--- src/rtl/ift_sram_req_adapter.sv ---
// Valid/ready request adapter in front of the tainted SRAM, with a credit-managed response FIFO.
// Optional build macro IFT_SRAM_ADAPTER_CTRL_TAINT_EN: control-path taint poisons the response taint.
module ift_sram_req_adapter #(
  parameter int unsigned Width      = 64,
  parameter int unsigned Aw         = 8,
  parameter int unsigned NumTaints  = 1,
  parameter int unsigned RspDepth   = 2,
  localparam int unsigned WidthBytes = Width / 8,
  localparam int unsigned Pw         = $clog2(RspDepth + 1)
) (
  input  logic                                 clk_i,
  input  logic                                 rst_ni,
  // Upstream request channel
  input  logic                                 req_valid_i,
  output logic                                 req_ready_o,
  input  logic                                 req_we_i,
  input  logic [Aw-1:0]                        req_addr_i,
  input  logic [Width-1:0]                     req_wdata_i,
  input  logic [WidthBytes-1:0]                req_be_i,
  input  logic [NumTaints-1:0]                 req_valid_taint_i,
  input  logic [NumTaints-1:0]                 req_we_taint_i,
  input  logic [NumTaints-1:0][Aw-1:0]         req_addr_taint_i,
  input  logic [NumTaints-1:0][Width-1:0]      req_wdata_taint_i,
  input  logic [NumTaints-1:0][WidthBytes-1:0] req_be_taint_i,
  // Upstream response channel
  output logic                                 rsp_valid_o,
  input  logic                                 rsp_ready_i,
  output logic [Width-1:0]                     rsp_rdata_o,
  output logic [NumTaints-1:0][Width-1:0]      rsp_rdata_taint_o,
  // SRAM strobe interface
  output logic                                 sram_req_o,
  output logic                                 sram_write_o,
  output logic [Aw-1:0]                        sram_addr_o,
  output logic [Width-1:0]                     sram_wdata_o,
  output logic [WidthBytes-1:0]                sram_wmask_o,
  output logic [NumTaints-1:0]                 sram_req_taint_o,
  output logic [NumTaints-1:0]                 sram_write_taint_o,
  output logic [NumTaints-1:0][Aw-1:0]         sram_addr_taint_o,
  output logic [NumTaints-1:0][Width-1:0]      sram_wdata_taint_o,
  output logic [NumTaints-1:0][WidthBytes-1:0] sram_wmask_taint_o,
  input  logic [Width-1:0]                     sram_rdata_i,
  input  logic [NumTaints-1:0][Width-1:0]      sram_rdata_taint_i
);

  localparam int unsigned PtrW     = (RspDepth > 1) ? $clog2(RspDepth) : 1;
  localparam int unsigned OccW     = Pw + 1;
  localparam bit          ConfigOk = (RspDepth >= 2) && (NumTaints == 1);

  logic                            acc;
  logic                            pop;
  logic                            push;
  logic [OccW-1:0]                 occ;

  logic                            infl_q;
  logic                            infl_we_q;
  logic [Pw-1:0]                   cnt_q, cnt_d;
  logic [PtrW-1:0]                 wr_ptr_q, wr_ptr_d;
  logic [PtrW-1:0]                 rd_ptr_q, rd_ptr_d;

  logic [Width-1:0]                push_data;
  logic [NumTaints-1:0][Width-1:0] push_taint;
  logic [Width-1:0]                data_q  [RspDepth];
  logic [NumTaints-1:0][Width-1:0] taint_q [RspDepth];

  // Credit check: entries held plus the read in flight, less the slot freed this cycle.
  assign pop         = rsp_valid_o & rsp_ready_i;
  assign push        = infl_q;
  assign occ         = {1'b0, cnt_q} + OccW'(infl_q) - OccW'(pop);
  assign req_ready_o = ConfigOk && (occ < OccW'(RspDepth));
  assign acc         = req_valid_i & req_ready_o;

  // SRAM strobes are driven only on the accepting cycle, zero otherwise.
  always_comb begin
    sram_req_o         = acc;
    sram_write_o       = acc & req_we_i;
    sram_addr_o        = acc ? req_addr_i        : '0;
    sram_wdata_o       = acc ? req_wdata_i       : '0;
    sram_wmask_o       = acc ? req_be_i          : '0;
    sram_req_taint_o   = acc ? req_valid_taint_i : '0;
    sram_write_taint_o = acc ? req_we_taint_i    : '0;
    sram_addr_taint_o  = acc ? req_addr_taint_i  : '0;
    sram_wdata_taint_o = acc ? req_wdata_taint_i : '0;
    sram_wmask_taint_o = acc ? req_be_taint_i    : '0;
  end

`ifdef IFT_SRAM_ADAPTER_CTRL_TAINT_EN
  logic ctl_t;
  logic infl_ctl_q;

  always_comb begin
    ctl_t = 1'b0;
    for (int unsigned t = 0; t < NumTaints; t++) begin
      ctl_t = ctl_t | req_valid_taint_i[t] | req_we_taint_i[t] | (|req_addr_taint_i[t])
            | (req_we_i & (|req_be_taint_i[t]));
    end
  end

  always_ff @(posedge clk_i or negedge rst_ni) begin
    if (!rst_ni) begin
      infl_ctl_q <= 1'b0;
    end else begin
      infl_ctl_q <= acc & ctl_t;
    end
  end
`endif

  always_comb begin
    push_data  = infl_we_q ? '0 : sram_rdata_i;
    push_taint = infl_we_q ? '0 : sram_rdata_taint_i;
`ifdef IFT_SRAM_ADAPTER_CTRL_TAINT_EN
    if (infl_ctl_q) begin
      push_taint = '1;
    end
`endif
  end

  always_comb begin
    wr_ptr_d = wr_ptr_q;
    rd_ptr_d = rd_ptr_q;
    cnt_d    = cnt_q;
    if (push) begin
      wr_ptr_d = (wr_ptr_q == PtrW'(RspDepth - 1)) ? '0 : wr_ptr_q + PtrW'(1);
    end
    if (pop) begin
      rd_ptr_d = (rd_ptr_q == PtrW'(RspDepth - 1)) ? '0 : rd_ptr_q + PtrW'(1);
    end
    case ({push, pop})
      2'b10:   cnt_d = cnt_q + Pw'(1);
      2'b01:   cnt_d = cnt_q - Pw'(1);
      default: cnt_d = cnt_q;
    endcase
  end

  always_ff @(posedge clk_i or negedge rst_ni) begin
    if (!rst_ni) begin
      infl_q    <= 1'b0;
      infl_we_q <= 1'b0;
      cnt_q     <= '0;
      wr_ptr_q  <= '0;
      rd_ptr_q  <= '0;
    end else begin
      infl_q    <= acc;
      infl_we_q <= req_we_i;
      cnt_q     <= cnt_d;
      wr_ptr_q  <= wr_ptr_d;
      rd_ptr_q  <= rd_ptr_d;
    end
  end

  // Payload storage is deliberately not reset; rsp_valid_o qualifies it.
  always_ff @(posedge clk_i) begin
    if (push) begin
      data_q[wr_ptr_q]  <= push_data;
      taint_q[wr_ptr_q] <= push_taint;
    end
  end

  assign rsp_valid_o       = (cnt_q != '0);
  assign rsp_rdata_o       = data_q[rd_ptr_q];
  assign rsp_rdata_taint_o = taint_q[rd_ptr_q];

`ifndef SYNTHESIS
  a_config_ok : assert property (@(posedge clk_i) disable iff (!rst_ni) ConfigOk)
    else $error("ift_sram_req_adapter: unsupported RspDepth/NumTaints");
  a_no_overflow : assert property (@(posedge clk_i) disable iff (!rst_ni)
    !(push && !pop && (cnt_q == Pw'(RspDepth))))
    else $error("ift_sram_req_adapter: response FIFO overflow");
  a_no_underflow : assert property (@(posedge clk_i) disable iff (!rst_ni)
    !(pop && (cnt_q == '0)))
    else $error("ift_sram_req_adapter: response FIFO underflow");
`endif

endmodule

--- config.mk ---
export PLATFORM = sky130hd
export DESIGN_NAME = ift_sram_req_adapter
export DESIGN_NICKNAME = d
export VERILOG_FILES = /design/src/rtl/ift_sram_req_adapter.sv
export SDC_FILE = /design/constraint.sdc
export NUM_CORES = 1
export LEC_CHECK = 0
export BUFFER_PORTS_ARGS = -buffer_cell sky130_fd_sc_hd__buf_2
export CAP_MARGIN = 20
export CORE_AREA = 2 2 227 229
export DETAILED_ROUTE_END_ITERATION = 16
export DIE_AREA = 0 0 229 231
export SLEW_MARGIN = 20
export SYNTH_ARGS = -nofsm -noshare
export SYNTH_HDL_FRONTEND = slang
export SYNTH_SLANG_ARGS = --single-unit
--- constraint.sdc ---
create_clock -name clk_i -period 19.2 [get_ports clk_i]
set_input_delay 3.84 -clock clk_i [delete_from_list [all_inputs] [get_ports clk_i]]
set_output_delay 3.84 -clock clk_i [all_outputs]
set_load 0.01 [all_outputs]
==> results of run 1 <==
## stage by stage
stage | std cells | area (um2) | setup WS (ps)
after global routing | 2033 | 16100 | 8360
after floorplan | 746 | 11600 | 9710
after CTS | 2028 | 16100 | 8280
after global placement | 1975 | 15100 | 8310
after detailed placement | 1975 | 15100 | 8280
final | 2045 | 16100 | 8570
## per-layer routing
metal / part of all wire (%) / wire length, um / track usage (%) / vias up
li1: - / - / - / 3803
met1: 35 / 17000 / 18.0 / 4142
met5: 0.40 / 197 / 0 / -
met3: 8.3 / 4050 / 6.41 / 70
met4: 2.0 / 978 / 4.32 / 30
met2: 55 / 26700 / 33.7 / 343
## worst max-delay path: stages
cell and delay [ps]:
buf_2 110, and2_1 170, ha_1 290, nand2b_1 160, fa_1 400, xnor2_1 190, and3_4 210, buf_6 610
and2_1 480, buf_2 220
## cells in the mapped netlist, types with 3 or more instances
cell type	count	area share (%)
clkbuf_2	4	0.17
edfxtp_1	256	67
buf_6	14	1.4
nor2b_1	128	6.9
xor2_1	3	0.23
xnor2_1	3	0.23
mux2_2	128	12
buf_2	14	0.61
clkbuf_1	14	0.45
dfrtp_1	6	1.3
and2_1	166	9.0
## state kept, by name (all words and copies together) (netlist names)
signal and flops:
data_q 128, taint_q 128, cnt_q 2, infl_q 1, infl_we_q 1, rd_ptr_q 1
wr_ptr_q 1
## worst max path at each step
stage,cells past startpoint,slack (ps),to
after floorplan,9,9710,sram_wdata_taint_o[61]
after global placement,10,8310,sram_wmask_taint_o[2]
after detailed placement,10,8280,sram_wmask_taint_o[2]
after CTS,10,8280,sram_wmask_taint_o[2]
after global routing,10,8360,sram_wmask_taint_o[2]
final,10,8570,sram_wmask_taint_o[2]
## logic make-up (layout without fill, tap and decap cells)
group / after synthesis / after routing / share of synthesized area (%)
other cells: 0 / 17 / 0
xor+xnor: 6 / 6 / 0.455
fa+ha+maj: 3 / 3 / 0.390
buf+inv: 48 / 650 / 2.66
simple gates: 299 / 299 / 16.2
mux: 128 / 128 / 12.5
flops: 262 / 262 / 67.8
## area by class of cell
class / instances / area [um2] / area share (%)
clock buffers: 33 / 741 / 4.60
well taps: 680 / 851 / 5.28
repair buffers: 595 / 3000 / 18.6
inverters: 2 / 7.51 / 0.0466
clock inverters: 20 / 211 / 1.31
flip-flops and latches: 262 / 7850 / 48.7
multi-input cells: 436 / 3420 / 21.2
diodes: 17 / 42.5 / 0.264
## power by group through the flow
stage                     Clock (mW)  Sequential [mW]  Combinational (mW)
after floorplan                    0            0.747               0.498
after global placement             0            0.744               0.835
after detailed placement           0            0.748               0.838
after CTS                      0.566            0.736               0.841
after global routing           0.586            0.743               0.878
final                          0.550            0.735               0.823
==> impl_metrics.env, run 1 <==
export IMPL_clock_sinks=262
export IMPL_netlist_area_um2=11600
export IMPL_leakagePower_nw=6.83
export IMPL_postCtsHoldBufs=0
export IMPL_critPathRequiredTime_ps=15360
export IMPL_synth_edf_count=256
export IMPL_worstReg2RegEnd="data_q[0][17]"
export IMPL_r2r_start="infl_q"
export IMPL_synth_seq_cells=262
export IMPL_grt_pass1_wl_um=65900
export IMPL_final_setup_tns_ps=0
export IMPL_fin_crit_ps=10630
export IMPL_max_cap_violations=0
export IMPL_drc_errors=0
export IMPL_cp_start_kind="input pin"
export IMPL_place_gp_congestion=1.00
export IMPL_synth_net_count=1044
export IMPL_drive_gt1_share_pct=57.3
export IMPL_crit_start="rsp_ready_i"
export IMPL_slew_violations=0
export IMPL_synth_cell_types=18
export IMPL_fill_cells=5218
export IMPL_synthArstFlopShare_pct=2.29
export IMPL_ios=589
export IMPL_cts_tree="built"
export IMPL_worstMarginPinSlew_ps=988
export IMPL_postSynthCellCount=746
export IMPL_switching_share_pct=34.2
export IMPL_dp_hpwl_um=39800
export IMPL_yosysWarnings=0
export IMPL_p_seq_share_pct=34.9
export IMPL_synth_yosys_seq_area_share_pct=67.8
export IMPL_cts_made_buffers=29
export IMPL_grt_antenna_before_repair=32
export IMPL_layout_commonest_cell="buf_2"
export IMPL_wl_um=48900
export IMPL_holdPathEnd="wr_ptr_q"
export IMPL_layout_common_cells="buf_2 (588), edfxtp_1 (256), and2_1 (165), mux2_2 (128), nor2b_1 (128)"
export IMPL_drt_initial_drc_count=419
export IMPL_wire_per_inst_um=23.9
export IMPL_first_pass_iters=4
export IMPL_worstSetupEndpointType="primary output"
export IMPL_worstPathArrival_ps=6790
export IMPL_cp_max_fo=165
export IMPL_holdPathStages=1
export IMPL_p_sw_uw=721
export IMPL_grt_pass1_vias=8772
export IMPL_syn_area_per_cell_um2=15.5
export IMPL_clock_path_buffers=3
export IMPL_die_h_um=231
export IMPL_cts_root_buffer="clkbuf_16"
export IMPL_finalSetupViolCount=0
export IMPL_hold_start="infl_q"
export IMPL_hold_viol_final=0
export IMPL_grt_use_total_pct=17.6
export IMPL_ys_flop_type="edfxtp_1"
export IMPL_fin_skew_ps=12.4
export IMPL_critPathKind="input pin to primary output"
export IMPL_gr_total_overflow=0
export IMPL_combPwrFrac_pct=39.0
export IMPL_final_period_utilization_pct=55.4
export IMPL_max_freq_mhz=94.1
export IMPL_clkTransAtPathRegs_ps=60
export IMPL_ir_drop_mv=0.0774
export IMPL_io_buffer_count=588
export IMPL_syn_to_final_growth_pct=39.5
export IMPL_run_status="finished, final reports clean"
export IMPL_viasPerCell=4.10
export IMPL_slew_headroom_pct=34.1
export IMPL_r2r_worst_path_cells=4
export IMPL_dieArea_um2=52900
export IMPL_pwr_density_cell_nw_per_um2=131
export IMPL_nets=1624
export IMPL_clk_latency_ps=540
export IMPL_p_clk_share_pct=26.1
export IMPL_cts_resized=0
export IMPL_timing_hold_ws_ps=532
export IMPL_rsz0062_at_grt="no"
export IMPL_hold_class="register to register"
export IMPL_cts_max_level=1
export IMPL_finalPower_mw=2.11
export IMPL_core_um2=50700
export IMPL_r2r_slack_ps=16160
export IMPL_final_antenna_net_count=0
export IMPL_vias=8388
export IMPL_die_x_um=229
export IMPL_initial_core_util_pct=22.8
export IMPL_rows=83
export IMPL_grt_max_degree=166
export IMPL_cts_setup_buffers=0
export IMPL_final_util_pct=31.8
export IMPL_intPower_mw=1.39
Note: power is estimated with default switching activity, not from simulation.
==> run 2: changes to the inputs <==
--- a/config.mk
+++ b/config.mk
@@ -7,9 +7,9 @@
 export LEC_CHECK = 0
 export BUFFER_PORTS_ARGS = -buffer_cell sky130_fd_sc_hd__buf_2
 export CAP_MARGIN = 20
-export CORE_AREA = 2 2 227 229
+export CORE_AREA = 2 2 226 228
 export DETAILED_ROUTE_END_ITERATION = 16
-export DIE_AREA = 0 0 229 231
+export DIE_AREA = 0 0 228 230
 export SLEW_MARGIN = 20
 export SYNTH_ARGS = -nofsm -noshare
 export SYNTH_HDL_FRONTEND = slang
==> constraint.sdc (replaced) <==
create_clock -name clk_i -period 9.2 [get_ports clk_i]
set_input_delay 1.84 -clock clk_i [delete_from_list [all_inputs] [get_ports clk_i]]
set_output_delay 1.84 -clock clk_i [all_outputs]
set_load 0.01 [all_outputs]
==> run 2 against run 1 <==
  * Sequential share of layout area rose by 0.19 points
  * First-iteration DRC count rose by 12%
  * Die area fell by 0.87%
  * Non-clock buffer count did not move
  * Register-to-register slack got worse by 9900 ps
  * Setup slack got worse by 5800 ps
==> impl_metrics.env, run 2 (synthesized netlist as in run 1, its figures left out) <==
export IMPL_run_status="finished, final reports clean"
export IMPL_layout_common_cells="buf_2 (588), edfxtp_1 (256), and2_1 (165), mux2_2 (128), nor2b_1 (128)"
export IMPL_dp_cells=1966
export IMPL_ios=589
export IMPL_reg_largest_list="data_q (128), taint_q (128), cnt_q (2)"
export IMPL_viasPerCell=4.10
export IMPL_cp_max_fo=90
export IMPL_gr_total_overflow=0
export IMPL_final_antenna_net_count=0
export IMPL_holdPathStages=1
export IMPL_stdcell_area_um2=16100
export IMPL_place_gp_congestion=1.05
export IMPL_final_setup_tns_ps=0
export IMPL_critPathKind="input pin to primary output"
export IMPL_drt_initial_drc_count=470
export IMPL_initial_core_util_pct=23.2
export IMPL_cp_start_kind="input pin"
export IMPL_hold_start="infl_q"
export IMPL_leakagePower_nw=6.81
export IMPL_max_freq_mhz=155
export IMPL_grt_max_degree=166
export IMPL_grt_use_total_pct=15.8
export IMPL_cts_setup_buffers=0
export IMPL_nets=1625
export IMPL_grt_pass1_vias=8722
export IMPL_grt_pass1_wl_um=60500
export IMPL_finalPower_mw=4.33
export IMPL_max_cap_violations=0
export IMPL_dieArea_um2=52400
export IMPL_rsz0062_at_grt="no"
export IMPL_pwr_density_cell_nw_per_um2=270
export IMPL_r2r_start="cnt_q[1]"
export IMPL_postCtsHoldBufs=0
export IMPL_fill_cells=5124
export IMPL_wire_per_inst_um=21.7
export IMPL_fin_crit_ps=6450
export IMPL_layout_commonest_cell="buf_2"
export IMPL_cts_resized=0
export IMPL_worstReg2RegEnd="infl_q"
export IMPL_critPathRequiredTime_ps=7360
export IMPL_instances_no_fill=2027
export IMPL_cpPeakStageDelay_ps=630
export IMPL_wl_um=43900
export IMPL_die_h_um=230
export IMPL_placed_cell_area_um2=15100
export IMPL_dp_hpwl_um=33900
export IMPL_final_period_utilization_pct=70.1
export IMPL_grt_antenna_before_repair=9
export IMPL_first_pass_iters=4
export IMPL_rows=82
export IMPL_cts_tree="built"
export IMPL_vias=8317
export IMPL_cts_made_buffers=30
export IMPL_syn_to_final_growth_pct=38.9
export IMPL_drive_gt1_share_pct=57.0
export IMPL_r2r_worst_path_cells=7
export IMPL_drc_errors=0
export IMPL_clock_path_buffers=3
export IMPL_worstSetupEndpointType="primary output"
export IMPL_clk_latency_ps=570
export IMPL_io_buffer_count=588
export IMPL_die_x_um=228
export IMPL_fin_skew_ps=9.20
export IMPL_slew_violations=0
export IMPL_ir_drop_mv=0.258
export IMPL_core_um2=49900
export IMPL_clock_sinks=262
export IMPL_crit_chain="buf_2 -> and2_1 -> ha_1 -> nand2b_1 -> fa_1 -> xnor2_1 -> and3_4 -> buf_12 -> and2_1 -> buf_2"
export IMPL_clkTransAtPathRegs_ps=60
export IMPL_cts_max_level=1
export IMPL_critPathSlowestCell="and3_4"
export IMPL_hold_class="register to register"
export IMPL_worstPathArrival_ps=4610
export IMPL_r2r_slack_ps=6270
export IMPL_slew_headroom_pct=30.4
export IMPL_cts_root_buffer="clkbuf_16"
export IMPL_holdPathEnd="wr_ptr_q"
export IMPL_finalSetupViolCount=0
export IMPL_hold_viol_final=0
export IMPL_worstMarginPinSlew_ps=1040
run 2: cell count changes in the layout (fill, tap and decap cells not counted):
cell | previous run | this run
buf_12 | 0 | 2
buf_4 | 6 | 5
buf_6 | 1 | 0
bufinv_16 | 4 | 1
clkbuf_1 | 4 | 8
clkbuf_16 | 29 | 30
clkinv_2 | 7 | 4
clkinvlp_4 | 0 | 1
diode_2 | 17 | 6
inv_8 | 0 | 1
run 2: critical path: cells and delay by family:
kind | cells | cell delay (ps)
and+or+nand+nor | 4 | 1210
adders and majority gates | 2 | 710
buffers and inverters | 3 | 570
xor gates and xnor gates | 1 | 230
run 2: area by class of cell:
| cell class | count | area [um2] | share of cell area (%) |
|---|---|---|---|
| flip-flops and latches | 262 | 7850 | 48.9 |
| multi-input cells | 436 | 3420 | 21.3 |
| repair buffers | 595 | 3020 | 18.8 |
| well taps | 672 | 841 | 5.24 |
| clock buffers | 38 | 781 | 4.86 |
| clock inverters | 16 | 125 | 0.779 |
| diodes | 6 | 15.0 | 0.0935 |
| inverters | 2 | 7.51 | 0.0468 |
run 2: how the worst max path moves through the flow:
stage / cells past startpoint / slack, ps / end / from
final: 10 / 2750 / sram_wdata_taint_o[47] / rsp_ready_i
after global routing: 10 / 2610 / sram_wdata_taint_o[47] / rsp_ready_i
after CTS: 9 / 2540 / sram_wdata_o[56] / rsp_ready_i
after detailed placement: 9 / 2530 / sram_wdata_o[56] / rsp_ready_i
after global placement: 9 / 2590 / sram_wdata_o[56] / rsp_ready_i
after floorplan: 2 / 2830 / data_q[0][0] / infl_q
run 2: stage by stage:
stage,setup slack (ps),hold WS [ps],utilization [%]
after global placement,2590,516,30.3
after detailed placement,2530,511,30.3
after global routing,2610,543,32.2
after CTS,2540,520,32.1
after floorplan,2830,454,-
final,2750,523,32.2
run 2: report_power, final:
| group | total [mW] | switching (mW) | internal (mW) | leakage [nW] |
|---|---|---|---|---|
| Combinational | 1.65 | 0.927 | 0.724 | 3.93 |
| Clock | 1.12 | 0.489 | 0.628 | 0.440 |
| Sequential | 1.56 | 0.0769 | 1.49 | 2.44 |
run 2: routing by layer:
layer	global-route usage, %	share of wire (%)	vias to the layer above
met5	0	0	-
met4	3.53	1.9	0
met3	4.69	7.5	42
met2	29.0	52	339
met1	17.9	39	4146
li1	-	-	3790
==> run 3: changes to the inputs <==
==> constraint.sdc (replaced) <==
create_clock -name clk_i -period 5.3 [get_ports clk_i]
set_input_delay 1.06 -clock clk_i [delete_from_list [all_inputs] [get_ports clk_i]]
set_output_delay 1.06 -clock clk_i [all_outputs]
set_load 0.01 [all_outputs]
==> run 3 against run 2 <==
  * Power is 73% higher
  * Sequential power is 71% higher
  * Clock-buffer cell count shrank 3
  * Clock power grew 64%
  * Combinational power grew 82%
  * Non-clock buffer count grew 1
  * Critical path type is now register to primary output
==> impl_metrics.env, run 3 (synthesized netlist as in run 1, its figures left out) <==
export IMPL_dieArea_um2=52400
export IMPL_clkTransAtPathRegs_ps=60
export IMPL_cp_top_family="simple AND/OR/NAND/NOR gates"
export IMPL_cts_max_level=1
export IMPL_vias=8353
export IMPL_hold_viol_final=0
export IMPL_drive_gt1_share_pct=57.0
export IMPL_critPathRequiredTime_ps=4240
export IMPL_die_x_um=228
export IMPL_fill_cells=5155
export IMPL_grt_antenna_before_repair=10
export IMPL_slew_headroom_pct=35.6
export IMPL_die_h_um=230
export IMPL_first_pass_iters=6
export IMPL_cpPeakStageDelay_ps=440
export IMPL_cts_resized=0
export IMPL_worstPathArrival_ps=3730
export IMPL_fin_skew_ps=13.4
export IMPL_met1_usage_pct=18.0
export IMPL_globalRouteMet2Util_pct=30.8
export IMPL_placed_cell_area_um2=15200
export IMPL_drt_initial_drc_count=372
export IMPL_cts_setup_buffers=0
export IMPL_cp_num_buf_inv=2
export IMPL_gr_total_overflow=0
export IMPL_slew_violations=0
export IMPL_p_clk_share_pct=24.5
export IMPL_rows=82
export IMPL_dp_slack_ps=721
export IMPL_clock_path_buffers=3
export IMPL_io_buffer_count=588
export IMPL_wire_per_inst_um=22.2
export IMPL_crit_chain="or2_2 -> and2_1 -> ha_1 -> nand2b_1 -> fa_1 -> xnor2_1 -> and3_4 -> buf_12 -> and2_1 -> buf_2"
export IMPL_fin_crit_ps=4790
export IMPL_grt_pass1_vias=8693
export IMPL_grt_max_degree=85
export IMPL_nets=1625
export IMPL_grt_use_total_pct=16.2
export IMPL_cp_start_kind="register"
export IMPL_r2r_worst_path_cells=7
export IMPL_grt_pass1_wl_um=61700
export IMPL_cts_made_buffers=29
export IMPL_layout_common_cells="buf_2 (588), edfxtp_1 (256), and2_1 (165), mux2_2 (128), nor2b_1 (128)"
export IMPL_worst_path_most_repeated_cell="and2_1"
export IMPL_cp_max_fo=84
export IMPL_critPathSlowestCell="dfrtp_1"
export IMPL_ios=589
export IMPL_intPower_mw=4.91
export IMPL_p_sw_mw=2.59
export IMPL_reg_largest_list="data_q (128), taint_q (128), cnt_q (2)"
export IMPL_clock_sinks=262
export IMPL_viasPerCell=4.14
export IMPL_drc_errors=0
export IMPL_leakagePower_nw=6.79
export IMPL_switching_share_pct=34.5
export IMPL_initial_core_util_pct=23.2
export IMPL_layout_commonest_cell="buf_2"
export IMPL_syn_to_final_growth_pct=38.8
export IMPL_cts_tree="built"
export IMPL_run_status="finished, final reports clean"
export IMPL_core_um2=49900
export IMPL_hold_class="input pin to asynchronous set/reset pin"
export IMPL_final_setup_tns_ps=0
export IMPL_path_depth=10
export IMPL_final_antenna_net_count=0
export IMPL_critPathKind="register to primary output"
export IMPL_clk_latency_ps=550
export IMPL_place_gp_congestion=1.06
export IMPL_dp_hpwl_um=35500
export IMPL_wl_um=44900
export IMPL_p_seq_share_pct=35.4
export IMPL_use_met3_pct=4.25
export IMPL_stdcell_area_um2=16000
export IMPL_grt_busiest_layer="met2"
export IMPL_worstMarginPinSlew_ps=967
export IMPL_max_freq_mhz=209
export IMPL_ir_drop_mv=0.272
export IMPL_max_cap_violations=0
export IMPL_rsz0062_at_grt="no"
export IMPL_final_period_utilization_pct=90.3
export IMPL_post_route_worst_setup_slack_ps=514
export IMPL_finalSetupViolCount=0
export IMPL_cts_root_buffer="clkbuf_16"
export IMPL_combPwrFrac_pct=40.0
export IMPL_final_util_pct=32.2
export IMPL_postCtsHoldBufs=0
export IMPL_pwr_density_cell_nw_per_um2=468
export IMPL_worstSetupEndpointType="primary output"
## run 3: worst reg2reg max path, cell delays in order, from the launching register on
cell,delay [ps]
dfrtp_1,440
or2_2,380
and2_1,230
ha_1,300
nand2b_1,170
fa_1,410
xnor2_1,190
and3_4,360
## run 3: layout make-up
type | instances | area, um2 | share of cell area (%)
antenna | 3 | 7.51 | 0.0468
clock buffer | 35 | 748 | 4.67
clock inverter | 14 | 103 | 0.640
inverter | 2 | 7.51 | 0.0468
multi-input combinational | 436 | 3420 | 21.3
sequential | 262 | 7850 | 48.9
tap | 672 | 841 | 5.24
timing repair buffer | 596 | 3070 | 19.1
## run 3: metrics by stage
stage | hold WS (ps) | std cells | power (mW)
6_report | 358 | 2020 | 7.50
5_1_grt | 344 | 2017 | 7.85
4_1_cts | 332 | 2017 | 7.63
3_5_place_dp | 518 | 1968 | 5.76
3_3_place_gp | 516 | 1968 | 5.74
2_1_floorplan | 473 | 746 | 4.50
## run 3: path summary, 6_finish.rpt
| check | from | slack, ps | endpoint |
|---|---|---|---|
| setup / recovery | cnt_q[1] | 510 | sram_wmask_taint_o[3] |
| max in group asynchronous | rst_ni | 4730 | rd_ptr_q |
| min in group clk_i | infl_q | 520 | wr_ptr_q |
| hold reg to reg | infl_q | 520 | wr_ptr_q |
| setup reg to reg | cnt_q[1] | 2720 | infl_q |
| hold / removal | rst_ni | 360 | infl_we_q |
## run 3: power by group through the flow
stage	sequential, mW	combinational (mW)	clock [mW]
floorplan	2.69	1.80	0
global placement	2.69	3.05	0
detailed placement	2.71	3.05	0
CTS	2.66	3.07	1.90
global route	2.69	3.20	1.96
finish	2.66	3.00	1.84
## run 3: per-layer routing
layer | share of wire, % | routed length [um] | up-vias
met1 | 37 | 16700 | 4138
met5 | 0.16 | 71 | -
met3 | 6.9 | 3080 | 60
met4 | 2.2 | 971 | 10
li1 | - | - | 3784
met2 | 54 | 24000 | 361
